### src/rtl/tlb_pkg.sv
// Shared types and width helpers for the associative TLB.
// Entry field widths come from the package defaults below; retune them here for other address maps.
package tlb_pkg;

    localparam int TLB_VA_W      = 32;
    localparam int TLB_PA_W      = 32;
    localparam int TLB_PAGE_BITS = 12;
    localparam int TLB_VPN_W     = TLB_VA_W - TLB_PAGE_BITS;
    localparam int TLB_PPN_W     = TLB_PA_W - TLB_PAGE_BITS;

    typedef enum logic [0:0] {
        TLB_IDLE = 1'b0,
        TLB_MISS = 1'b1
    } tlb_state_t;

    typedef struct packed {
        logic                 valid;
        logic [TLB_VPN_W-1:0] vpn;
        logic [TLB_PPN_W-1:0] ppn;
        logic                 writable;
        logic                 user;
    } tlb_entry_t;

    function automatic int idx_width(input int n);
        return (n <= 2) ? 1 : $clog2(n);
    endfunction

    function automatic int vpn_width(input int va_w, input int page_bits);
        return va_w - page_bits;
    endfunction

    function automatic int ppn_width(input int pa_w, input int page_bits);
        return pa_w - page_bits;
    endfunction

endpackage

### src/rtl/tlb_assoc_if.sv
// Lookup, response, fill, invalidate and flush signals between the TLB and its clients.
interface tlb_assoc_if #(
    parameter int VA_W      = 32,
    parameter int PA_W      = 32,
    parameter int PAGE_BITS = 12
);
    localparam int VPN_W = VA_W - PAGE_BITS;
    localparam int PPN_W = PA_W - PAGE_BITS;

    logic             flush;
    logic             req_valid;
    logic             req_ready;
    logic [VA_W-1:0]  req_addr;
    logic             req_write;
    logic             supervisor_mode;
    logic             resp_valid;
    logic [PA_W-1:0]  resp_paddr;
    logic             resp_miss;
    logic             resp_fault;
    logic             fill_valid;
    logic [VPN_W-1:0] fill_vpn;
    logic [PPN_W-1:0] fill_ppn;
    logic             fill_writable;
    logic             fill_user;
    logic             inval_valid;
    logic [VPN_W-1:0] inval_vpn;

    modport master (
        output flush, req_valid, req_addr, req_write, supervisor_mode,
        output fill_valid, fill_vpn, fill_ppn, fill_writable, fill_user,
        output inval_valid, inval_vpn,
        input  req_ready, resp_valid, resp_paddr, resp_miss, resp_fault
    );

    modport slave (
        input  flush, req_valid, req_addr, req_write, supervisor_mode,
        input  fill_valid, fill_vpn, fill_ppn, fill_writable, fill_user,
        input  inval_valid, inval_vpn,
        output req_ready, resp_valid, resp_paddr, resp_miss, resp_fault
    );
endinterface

### src/rtl/tlb_lru.sv
// True-LRU age tracker: ages stay a permutation of 0..ENTRIES-1, age 0 is most recent.
// Two touches per cycle are applied in order: lookup hit first, then fill.
module tlb_lru
    import tlb_pkg::*;
#(
    parameter int ENTRIES = 8,
    localparam int IDX_W  = idx_width(ENTRIES)
) (
    input  logic               clk,
    input  logic               reset,
    input  logic               touch_a_en,
    input  logic [IDX_W-1:0]   touch_a_idx,
    input  logic               touch_b_en,
    input  logic [IDX_W-1:0]   touch_b_idx,
    input  logic [ENTRIES-1:0] valid_vec,
    output logic [IDX_W-1:0]   victim_idx
);

    logic [IDX_W-1:0] age_reg  [ENTRIES];
    logic [IDX_W-1:0] age_mid  [ENTRIES];
    logic [IDX_W-1:0] age_next [ENTRIES];
    logic [IDX_W-1:0] a_age, b_age;

    always_comb begin
        a_age = age_reg[touch_a_idx];
        for (int i = 0; i < ENTRIES; i++) begin
            age_mid[i] = age_reg[i];
            if (touch_a_en) begin
                if (touch_a_idx == IDX_W'(i))
                    age_mid[i] = '0;
                else if (age_reg[i] < a_age)
                    age_mid[i] = age_reg[i] + 1'b1;
            end
        end
        b_age = age_mid[touch_b_idx];
        for (int i = 0; i < ENTRIES; i++) begin
            age_next[i] = age_mid[i];
            if (touch_b_en) begin
                if (touch_b_idx == IDX_W'(i))
                    age_next[i] = '0;
                else if (age_mid[i] < b_age)
                    age_next[i] = age_mid[i] + 1'b1;
            end
        end
    end

    // Victim prefers the lowest-index invalid slot, falling back to the oldest entry.
    always_comb begin
        logic found_invalid;
        found_invalid = 1'b0;
        victim_idx    = '0;
        for (int i = 0; i < ENTRIES; i++) begin
            if (age_reg[i] == IDX_W'(ENTRIES - 1))
                victim_idx = IDX_W'(i);
        end
        for (int i = ENTRIES - 1; i >= 0; i--) begin
            if (!valid_vec[i]) begin
                found_invalid = 1'b1;
                victim_idx    = IDX_W'(i);
            end
        end
    end

    always_ff @(posedge clk) begin
        for (int i = 0; i < ENTRIES; i++) begin
            if (reset)
                age_reg[i] <= IDX_W'(i);
            else
                age_reg[i] <= age_next[i];
        end
    end

endmodule

### src/rtl/tlb_assoc.sv
// Fully-associative TLB: parallel VPN compare, permission check, miss-blocking FSM,
// single-entry invalidate, flush, and registered one-cycle response.
module tlb_assoc
    import tlb_pkg::*;
#(
    parameter int ENTRIES   = 8,
    parameter int VA_W      = TLB_VA_W,
    parameter int PA_W      = TLB_PA_W,
    parameter int PAGE_BITS = TLB_PAGE_BITS
) (
    input logic         clk,
    input logic         reset,
    tlb_assoc_if.slave  bus
);

    localparam int IDX_W = idx_width(ENTRIES);
    localparam int VPN_W = vpn_width(VA_W, PAGE_BITS);

    tlb_entry_t       entry_reg [ENTRIES];
    tlb_state_t       state_reg;
    logic             req_ready_reg;
    logic             resp_valid_reg, resp_miss_reg, resp_fault_reg;
    logic [PA_W-1:0]  resp_paddr_reg;

    logic [VPN_W-1:0]   req_vpn;
    logic [ENTRIES-1:0] hit_vec, fill_match_vec, inval_match_vec, valid_vec;
    logic [IDX_W-1:0]   hit_idx, fill_match_idx, victim_idx, fill_idx;
    logic               any_hit, fill_hit, accept, lookup_live, perm_fault;
    logic               touch_hit_en, touch_fill_en;
    logic [PA_W-1:0]    sup_paddr, hit_paddr;

    assign req_vpn = bus.req_addr[VA_W-1:PAGE_BITS];

    generate
        for (genvar gi = 0; gi < ENTRIES; gi++) begin : g_cmp
            assign valid_vec[gi]       = entry_reg[gi].valid;
            assign hit_vec[gi]         = entry_reg[gi].valid && (entry_reg[gi].vpn == req_vpn);
            assign fill_match_vec[gi]  = entry_reg[gi].valid && (entry_reg[gi].vpn == bus.fill_vpn);
            assign inval_match_vec[gi] = entry_reg[gi].valid && (entry_reg[gi].vpn == bus.inval_vpn);
        end
    endgenerate

    // Match vectors are one-hot at most, so OR-encoding yields the index.
    always_comb begin
        hit_idx        = '0;
        fill_match_idx = '0;
        for (int i = 0; i < ENTRIES; i++) begin
            if (hit_vec[i])        hit_idx        = hit_idx | IDX_W'(i);
            if (fill_match_vec[i]) fill_match_idx = fill_match_idx | IDX_W'(i);
        end
    end

    assign any_hit     = |hit_vec;
    assign fill_hit    = |fill_match_vec;
    assign fill_idx    = fill_hit ? fill_match_idx : victim_idx;
    assign accept      = bus.req_valid && req_ready_reg;
    assign lookup_live = accept && !bus.flush;
    assign perm_fault  = !entry_reg[hit_idx].user || (bus.req_write && !entry_reg[hit_idx].writable);
    assign hit_paddr   = {entry_reg[hit_idx].ppn, bus.req_addr[PAGE_BITS-1:0]};

    assign touch_hit_en  = lookup_live && !bus.supervisor_mode && any_hit && !perm_fault;
    assign touch_fill_en = bus.fill_valid && !bus.flush;

    generate
        if (PA_W <= VA_W) begin : g_sup_trunc
            assign sup_paddr = bus.req_addr[PA_W-1:0];
        end else begin : g_sup_ext
            assign sup_paddr = {{(PA_W - VA_W){1'b0}}, bus.req_addr};
        end
    endgenerate

    tlb_lru #(.ENTRIES(ENTRIES)) u_lru (
        .clk         (clk),
        .reset       (reset),
        .touch_a_en  (touch_hit_en),
        .touch_a_idx (hit_idx),
        .touch_b_en  (touch_fill_en),
        .touch_b_idx (fill_idx),
        .valid_vec   (valid_vec),
        .victim_idx  (victim_idx)
    );

    // Inval is applied before fill so a same-VPN pair leaves the freshly filled entry valid.
    always_ff @(posedge clk) begin
        if (reset || bus.flush) begin
            for (int i = 0; i < ENTRIES; i++)
                entry_reg[i].valid <= 1'b0;
        end else begin
            if (bus.inval_valid) begin
                for (int i = 0; i < ENTRIES; i++)
                    if (inval_match_vec[i])
                        entry_reg[i].valid <= 1'b0;
            end
            if (bus.fill_valid) begin
                entry_reg[fill_idx] <= '{valid:    1'b1,
                                         vpn:      bus.fill_vpn,
                                         ppn:      bus.fill_ppn,
                                         writable: bus.fill_writable,
                                         user:     bus.fill_user};
            end
        end
    end

    always_ff @(posedge clk) begin
        if (reset) begin
            state_reg      <= TLB_IDLE;
            req_ready_reg  <= 1'b1;
            resp_valid_reg <= 1'b0;
            resp_miss_reg  <= 1'b0;
            resp_fault_reg <= 1'b0;
            resp_paddr_reg <= '0;
        end else begin
            resp_valid_reg <= lookup_live;
            resp_miss_reg  <= 1'b0;
            resp_fault_reg <= 1'b0;
            resp_paddr_reg <= '0;
            if (lookup_live) begin
                if (bus.supervisor_mode)
                    resp_paddr_reg <= sup_paddr;
                else if (!any_hit)
                    resp_miss_reg <= 1'b1;
                else if (perm_fault)
                    resp_fault_reg <= 1'b1;
                else
                    resp_paddr_reg <= hit_paddr;
            end
            case (state_reg)
                TLB_IDLE: begin
                    if (lookup_live && !bus.supervisor_mode && !any_hit && !bus.fill_valid) begin
                        state_reg     <= TLB_MISS;
                        req_ready_reg <= 1'b0;
                    end
                end
                TLB_MISS: begin
                    if (bus.fill_valid || bus.flush) begin
                        state_reg     <= TLB_IDLE;
                        req_ready_reg <= 1'b1;
                    end
                end
                default: begin
                    state_reg     <= TLB_IDLE;
                    req_ready_reg <= 1'b1;
                end
            endcase
        end
    end

    assign bus.req_ready  = req_ready_reg;
    assign bus.resp_valid = resp_valid_reg;
    assign bus.resp_miss  = resp_miss_reg;
    assign bus.resp_fault = resp_fault_reg;
    assign bus.resp_paddr = resp_paddr_reg;

endmodule

### src/flat_wrapper.sv
// flat-port wrapper written by rule: the top's interface ports become plain ports
module tlb_assoc_flat import tlb_pkg::*;
#(
    parameter int ENTRIES   = 8,
    parameter int VA_W      = TLB_VA_W,
    parameter int PA_W      = TLB_PA_W,
    parameter int PAGE_BITS = TLB_PAGE_BITS
)
  (clk, reset, bus_flush, bus_req_valid, bus_req_addr, bus_req_write, bus_supervisor_mode, bus_fill_valid, bus_fill_vpn, bus_fill_ppn, bus_fill_writable, bus_fill_user, bus_inval_valid, bus_inval_vpn, bus_req_ready, bus_resp_valid, bus_resp_paddr, bus_resp_miss, bus_resp_fault);
  tlb_assoc_if #(.VA_W(VA_W), .PA_W(PA_W), .PAGE_BITS(PAGE_BITS)) bus_i ();
  input logic clk;
  input logic reset;
  input wire logic [$bits(bus_i.flush)-1:0] bus_flush;
  input wire logic [$bits(bus_i.req_valid)-1:0] bus_req_valid;
  input wire logic [$bits(bus_i.req_addr)-1:0] bus_req_addr;
  input wire logic [$bits(bus_i.req_write)-1:0] bus_req_write;
  input wire logic [$bits(bus_i.supervisor_mode)-1:0] bus_supervisor_mode;
  input wire logic [$bits(bus_i.fill_valid)-1:0] bus_fill_valid;
  input wire logic [$bits(bus_i.fill_vpn)-1:0] bus_fill_vpn;
  input wire logic [$bits(bus_i.fill_ppn)-1:0] bus_fill_ppn;
  input wire logic [$bits(bus_i.fill_writable)-1:0] bus_fill_writable;
  input wire logic [$bits(bus_i.fill_user)-1:0] bus_fill_user;
  input wire logic [$bits(bus_i.inval_valid)-1:0] bus_inval_valid;
  input wire logic [$bits(bus_i.inval_vpn)-1:0] bus_inval_vpn;
  output wire logic [$bits(bus_i.req_ready)-1:0] bus_req_ready;
  output wire logic [$bits(bus_i.resp_valid)-1:0] bus_resp_valid;
  output wire logic [$bits(bus_i.resp_paddr)-1:0] bus_resp_paddr;
  output wire logic [$bits(bus_i.resp_miss)-1:0] bus_resp_miss;
  output wire logic [$bits(bus_i.resp_fault)-1:0] bus_resp_fault;
  assign bus_i.flush = bus_flush;
  assign bus_i.req_valid = bus_req_valid;
  assign bus_i.req_addr = bus_req_addr;
  assign bus_i.req_write = bus_req_write;
  assign bus_i.supervisor_mode = bus_supervisor_mode;
  assign bus_i.fill_valid = bus_fill_valid;
  assign bus_i.fill_vpn = bus_fill_vpn;
  assign bus_i.fill_ppn = bus_fill_ppn;
  assign bus_i.fill_writable = bus_fill_writable;
  assign bus_i.fill_user = bus_fill_user;
  assign bus_i.inval_valid = bus_inval_valid;
  assign bus_i.inval_vpn = bus_inval_vpn;
  assign bus_req_ready = bus_i.req_ready;
  assign bus_resp_valid = bus_i.resp_valid;
  assign bus_resp_paddr = bus_i.resp_paddr;
  assign bus_resp_miss = bus_i.resp_miss;
  assign bus_resp_fault = bus_i.resp_fault;
  tlb_assoc #(.ENTRIES(ENTRIES), .VA_W(VA_W), .PA_W(PA_W), .PAGE_BITS(PAGE_BITS)) u_core (.clk(clk), .reset(reset), .bus(bus_i));
endmodule
### config.mk
export PLATFORM = sky130hd
export DESIGN_NAME = tlb_assoc_flat
export DESIGN_NICKNAME = d
export VERILOG_FILES = /design/src/rtl/tlb_pkg.sv /design/src/rtl/tlb_assoc_if.sv /design/src/rtl/tlb_lru.sv /design/src/rtl/tlb_assoc.sv /design/src/flat_wrapper.sv
export SDC_FILE = /design/constraint.sdc
export NUM_CORES = 1
export LEC_CHECK = 0
export CORE_ASPECT_RATIO = 1.4
export CORE_MARGIN = 3
export CORE_UTILIZATION = 31
export DETAILED_ROUTE_END_ITERATION = 10
export GPL_TIMING_DRIVEN = 0
export SYNTH_ARGS = -nofsm -noshare
export SYNTH_HDL_FRONTEND = slang
export SYNTH_SLANG_ARGS = --single-unit
### constraint.sdc
create_clock -name clk -period 13.1 [get_ports clk]
set_input_delay 1.965 -clock clk [delete_from_list [all_inputs] [get_ports clk]]
set_output_delay 1.965 -clock clk [all_outputs]
set_load 0.01 [all_outputs]
==> impl_metrics.json <==
{
  "synthCells": 2021,
  "worst_min_path_class": "reg2reg",
  "global_route_wire_length_before_repair_mm": 134.6,
  "setup_viol": 0,
  "layout.filler_cells": 7183,
  "power.share.combinational": 0.103,
  "placeableCoreArea_um2": 71990,
  "dieWidth_um": 234.4,
  "gpl.final_weighted_congestion": 0.9540,
  "status": "finished, final reports clean",
  "port_buffers": 95,
  "finClkSkew_ns": 0.02989,
  "tritoncts_buffer_count": 43,
  "hold_ws_ns": 0.5448,
  "io_pins": 138,
  "reg2reg_setup_slack_ns": 3.91,
  "worst_hold_startpoint": "u_core.state_reg$_SDFF_PP0_",
  "pwr-share-clk": 0.426,
  "clock_sink_count": 405,
  "tritoncts": "built",
  "via_per_inst": 5.775,
  "final_net_count": 2316,
  "synth-seq-cells": 405,
  "flip_flop_cell_with_the_highest_count_after_synthesis": "sky130_fd_sc_hd__edfxtp_1",
  "timing.critical_path.arrival_ns": 10.83,
  "cts_setup_buffers": 0,
  "synth_edf_count": 336,
  "post_syn_nets": 2154,
  "reg2regPathDepth": 26,
  "route.antenna.remaining_nets": 0,
  "synth_async_sr_flop_share": 0,
  "slew_headroom": 0.03742,
  "cts.reportedPaths.clkPinSlew_ns": 0.07,
  "drt-initial-drc-count": 1789,
  "netlist.top_cell.by_area": "sky130_fd_sc_hd__edfxtp_1",
  "setup_ws_ns": 2.742,
  "cts_htree_levels": 2,
  "cap_violations": 0,
  "worst_setup_path_start_kind": "input pin",
  "max_clock_freq_ghz": 0.09655,
  "multi_input_area_um2": 10590,
  "cts_root_buf": "sky130_fd_sc_hd__clkbuf_16",
  "crit_path_end_kind": "register",
  "crit-reg2reg-launch": "u_core.entry_reg[5][38]$_DFFE_PP_",
  "drc_errors": 0,
  "die_h_um": 325.8,
  "drive_above_1_share": 0.08521,
  "report.final.hold_viol_count": 0,
  "yosysUniqueCellTypes": 98,
  "detail_route.wl_per_cell_um": 30.72,
  "p_per_area_nw_per_um2": 113.4,
  "globalRoute.totalOverflow": 0,
  "largest_reg_flops": 344,
  "grt_setup_unrepaired": "no",
  "max-clock-path-buffers": 3,
  "mostFrequentLayoutCell": "sky130_fd_sc_hd__xnor2_1",
  "via_count_of_the_first_global_routing_pass": 18180,
  "period_minus_slack_ns": 10.36,
  "regToRegEndpoint": "u_core.u_lru.age_reg[1][0]$_SDFF_PP1_",
  "start_util": 0.3146,
  "detailedPlace.worstSlack_ns": 2.314,
  "ys_warn_count": 0,
  "total_switching_power_uw": 785.5,
  "yosys-top-cells-area": "sky130_fd_sc_hd__edfxtp_1, sky130_fd_sc_hd__xnor2_1, sky130_fd_sc_hd__dfxtp_1",
  "clock_insertion_delay_worst_skew_ns": 0.61,
  "netSwitchingFraction": 0.2611,
  "fp.dieArea_um2": 76380,
  "worst_hold_path.endpoint": "u_core.bus.req_ready$_SDFFE_PP1P_",
  "dr.pass1.iters": 5,
  "row_count": 116,
  "total_leakage_power_nw": 8.373,
  "p_int_mw": 2.222,
  "timing_max_transition_violations_final": 0,
  "vdd_ir_drop_max_uv": 105.1,
  "crit_start": "bus_req_addr[28]",
  "dp_wirelength_mm": 68.69,
  "routed_wirelength_mm": 97.16,
  "routed-via-count": 18270,
  "ff_latch_area_um2": 11470,
  "sequential_cell_fraction_of_total_power": 0.471,
  "post_cts_resize_count": 0,
  "yosys.area.top_type_share": 0.4455,
  "timing_worst_setup_path_type": "in2reg",
  "grt_max_degree": 28,
  "synth.yosys.seq_area_share": 0.5065,
  "crit_path_max_fanout": 10,
  "layout_common_cells": "sky130_fd_sc_hd__xnor2_1, sky130_fd_sc_hd__edfxtp_1, sky130_fd_sc_hd__nand2_1",
  "final.period_utilization": 0.7907,
  "worstPathRequired_ns": 13.58,
  "hold-path-cell-count": 2,
  "area_delta_synth_final_pct": 17.15,
  "antenna_found_initial": 3,
  "tightestPinTransition_ns": 1.444,
  "synth_area_per_cell_um2": 11.21,
  "synthesis.area_um2": 22650,
  "groute.usage.overall": 0.2487,
  "cts_hold_repair.buffers": 0
}
-- power groups by stage --
| stage | Clock (mW) | Sequential, mW | Combinational [mW] |
|---|---|---|---|
| after floorplan | 0 | 1.44 | 0.163 |
| after global placement | 0 | 1.44 | 0.300 |
| after detailed placement | 0 | 1.44 | 0.304 |
| after CTS | 1.29 | 1.42 | 0.305 |
| after global routing | 1.34 | 1.42 | 0.322 |
| final | 1.28 | 1.42 | 0.310 |
-- how the worst max path moves through the flow --
| stage | endpoint | slack [ns] | depth (start not counted) |
|---|---|---|---|
| 2_1_floorplan | u_core.entry_reg[7][0]$_DFFE_PP_ | 4.39 | 11 |
| 3_3_place_gp | u_core.entry_reg[7][35]$_DFFE_PP_ | -2.36 | 12 |
| 3_5_place_dp | u_core.u_lru.age_reg[1][0]$_SDFF_PP1_ | 2.31 | 27 |
| 4_1_cts | u_core.u_lru.age_reg[1][0]$_SDFF_PP1_ | 2.91 | 27 |
| 5_1_grt | u_core.u_lru.age_reg[1][0]$_SDFF_PP1_ | 2.39 | 28 |
| 6_report | u_core.u_lru.age_reg[1][0]$_SDFF_PP1_ | 2.74 | 27 |
-- synthesized netlist by cell type (6+ instances only) --
cell type,n
sky130_fd_sc_hd__or4_1,9
sky130_fd_sc_hd__a31oi_1,8
sky130_fd_sc_hd__or2_2,6
sky130_fd_sc_hd__inv_1,27
sky130_fd_sc_hd__nand3_1,77
sky130_fd_sc_hd__edfxtp_1,336
sky130_fd_sc_hd__clkbuf_1,80
sky130_fd_sc_hd__xor2_1,122
sky130_fd_sc_hd__mux2i_1,18
sky130_fd_sc_hd__and2_1,18
sky130_fd_sc_hd__a21oi_1,63
sky130_fd_sc_hd__or3_1,7
sky130_fd_sc_hd__nor2_1,90
sky130_fd_sc_hd__nor4b_1,8
sky130_fd_sc_hd__a31o_2,10
sky130_fd_sc_hd__nand2_1,125
sky130_fd_sc_hd__o21ai_0,49
sky130_fd_sc_hd__o211ai_1,7
sky130_fd_sc_hd__dfxtp_1,69
sky130_fd_sc_hd__ha_1,31
sky130_fd_sc_hd__nor4_1,58
sky130_fd_sc_hd__and4_1,7
sky130_fd_sc_hd__a21o_1,6
sky130_fd_sc_hd__xnor2_1,366
sky130_fd_sc_hd__o221ai_1,16
sky130_fd_sc_hd__o22ai_1,50
sky130_fd_sc_hd__nor3b_1,8
sky130_fd_sc_hd__o21a_1,11
sky130_fd_sc_hd__and3_1,6
sky130_fd_sc_hd__nor3_1,33
sky130_fd_sc_hd__buf_4,16
sky130_fd_sc_hd__nand4_1,119
sky130_fd_sc_hd__nor2b_1,7
sky130_fd_sc_hd__o221a_2,7
sky130_fd_sc_hd__buf_2,10
sky130_fd_sc_hd__o2111ai_1,11
-- cell type report --
class	instances	share of cell area
Antenna cell	1	0.00009432
Buffer	111	0.01957
Clock buffer	52	0.04296
Clock inverter	28	0.01188
Inverter	28	0.003962
Multi-Input combinational cell	1477	0.3992
Sequential cell	405	0.4324
Tap cell	944	0.04452
Timing Repair Buffer	117	0.04546
-- kinds of logic after synthesis --
kind of cell | after synthesis | synth area share
multiplexers | 24 | 0.01094
AND/OR/NAND/NOR | 607 | 0.1438
AO/OA/AOI/OAI | 321 | 0.1025
adder cells (fa/ha/maj) | 37 | 0.01989
flip-flops | 405 | 0.5065
XOR/XNOR | 488 | 0.1887
buffers and inverters | 139 | 0.02757
-- metal layers --
metal  track usage  wire length, µm  vias to the layer above
met5             0               10                        -
met4        0.1559             7473                        2
met1        0.2908            35910                     9162
met2        0.4273            47610                      922
li1              -                -                     7882
met3       0.03228             6167                      298
-- worst max-delay path, stage by stage --
cell	delay [ns]
sky130_fd_sc_hd__buf_4	0.32
sky130_fd_sc_hd__xor2_1	0.14
sky130_fd_sc_hd__or4_1	0.54
sky130_fd_sc_hd__nor4_1	1.02
sky130_fd_sc_hd__nand2_1	0.26
sky130_fd_sc_hd__nand2_1	0.42
sky130_fd_sc_hd__a21boi_1	0.23
sky130_fd_sc_hd__clkbuf_1	0.34
sky130_fd_sc_hd__clkbuf_1	0.45
sky130_fd_sc_hd__o221a_2	0.41
sky130_fd_sc_hd__a21oi_1	0.73
sky130_fd_sc_hd__ha_1	0.36
sky130_fd_sc_hd__nor2_1	0.07
sky130_fd_sc_hd__o2111ai_1	0.13
sky130_fd_sc_hd__o2111ai_1	0.27
sky130_fd_sc_hd__nand2_1	0.16
sky130_fd_sc_hd__or4_1	0.12
sky130_fd_sc_hd__nand3_1	0.22
sky130_fd_sc_hd__mux2_2	0.34
sky130_fd_sc_hd__nand2_1	0.06
sky130_fd_sc_hd__o21ai_0	0.08
sky130_fd_sc_hd__mux2i_1	0.95
sky130_fd_sc_hd__ha_1	0.46
sky130_fd_sc_hd__o21a_1	0.14
sky130_fd_sc_hd__nor2_1	0.15
sky130_fd_sc_hd__a2111oi_2	0.07
sky130_fd_sc_hd__a2111o_1	0.40
-- per-stage QoR --
| stage | power, mW | util | cells | TNS, ns | cell area, µm² |
|---|---|---|---|---|---|
| finish | 3.008 | 0.3685 | 3163 | 0 | 26530 |
| global route | 3.080 | 0.3685 | 3163 | 0 | 26530 |
| CTS | 3.013 | 0.3685 | 3162 | 0 | 26530 |
| detailed placement | 1.747 | 0.3483 | 3082 | 0 | 25070 |
| global placement | 1.743 | 0.3442 | 3060 | -195.02 | 24780 |
| floorplan | 1.603 | - | 2021 | 0 | 22650 |
Power figures use the tool's default switching activity.
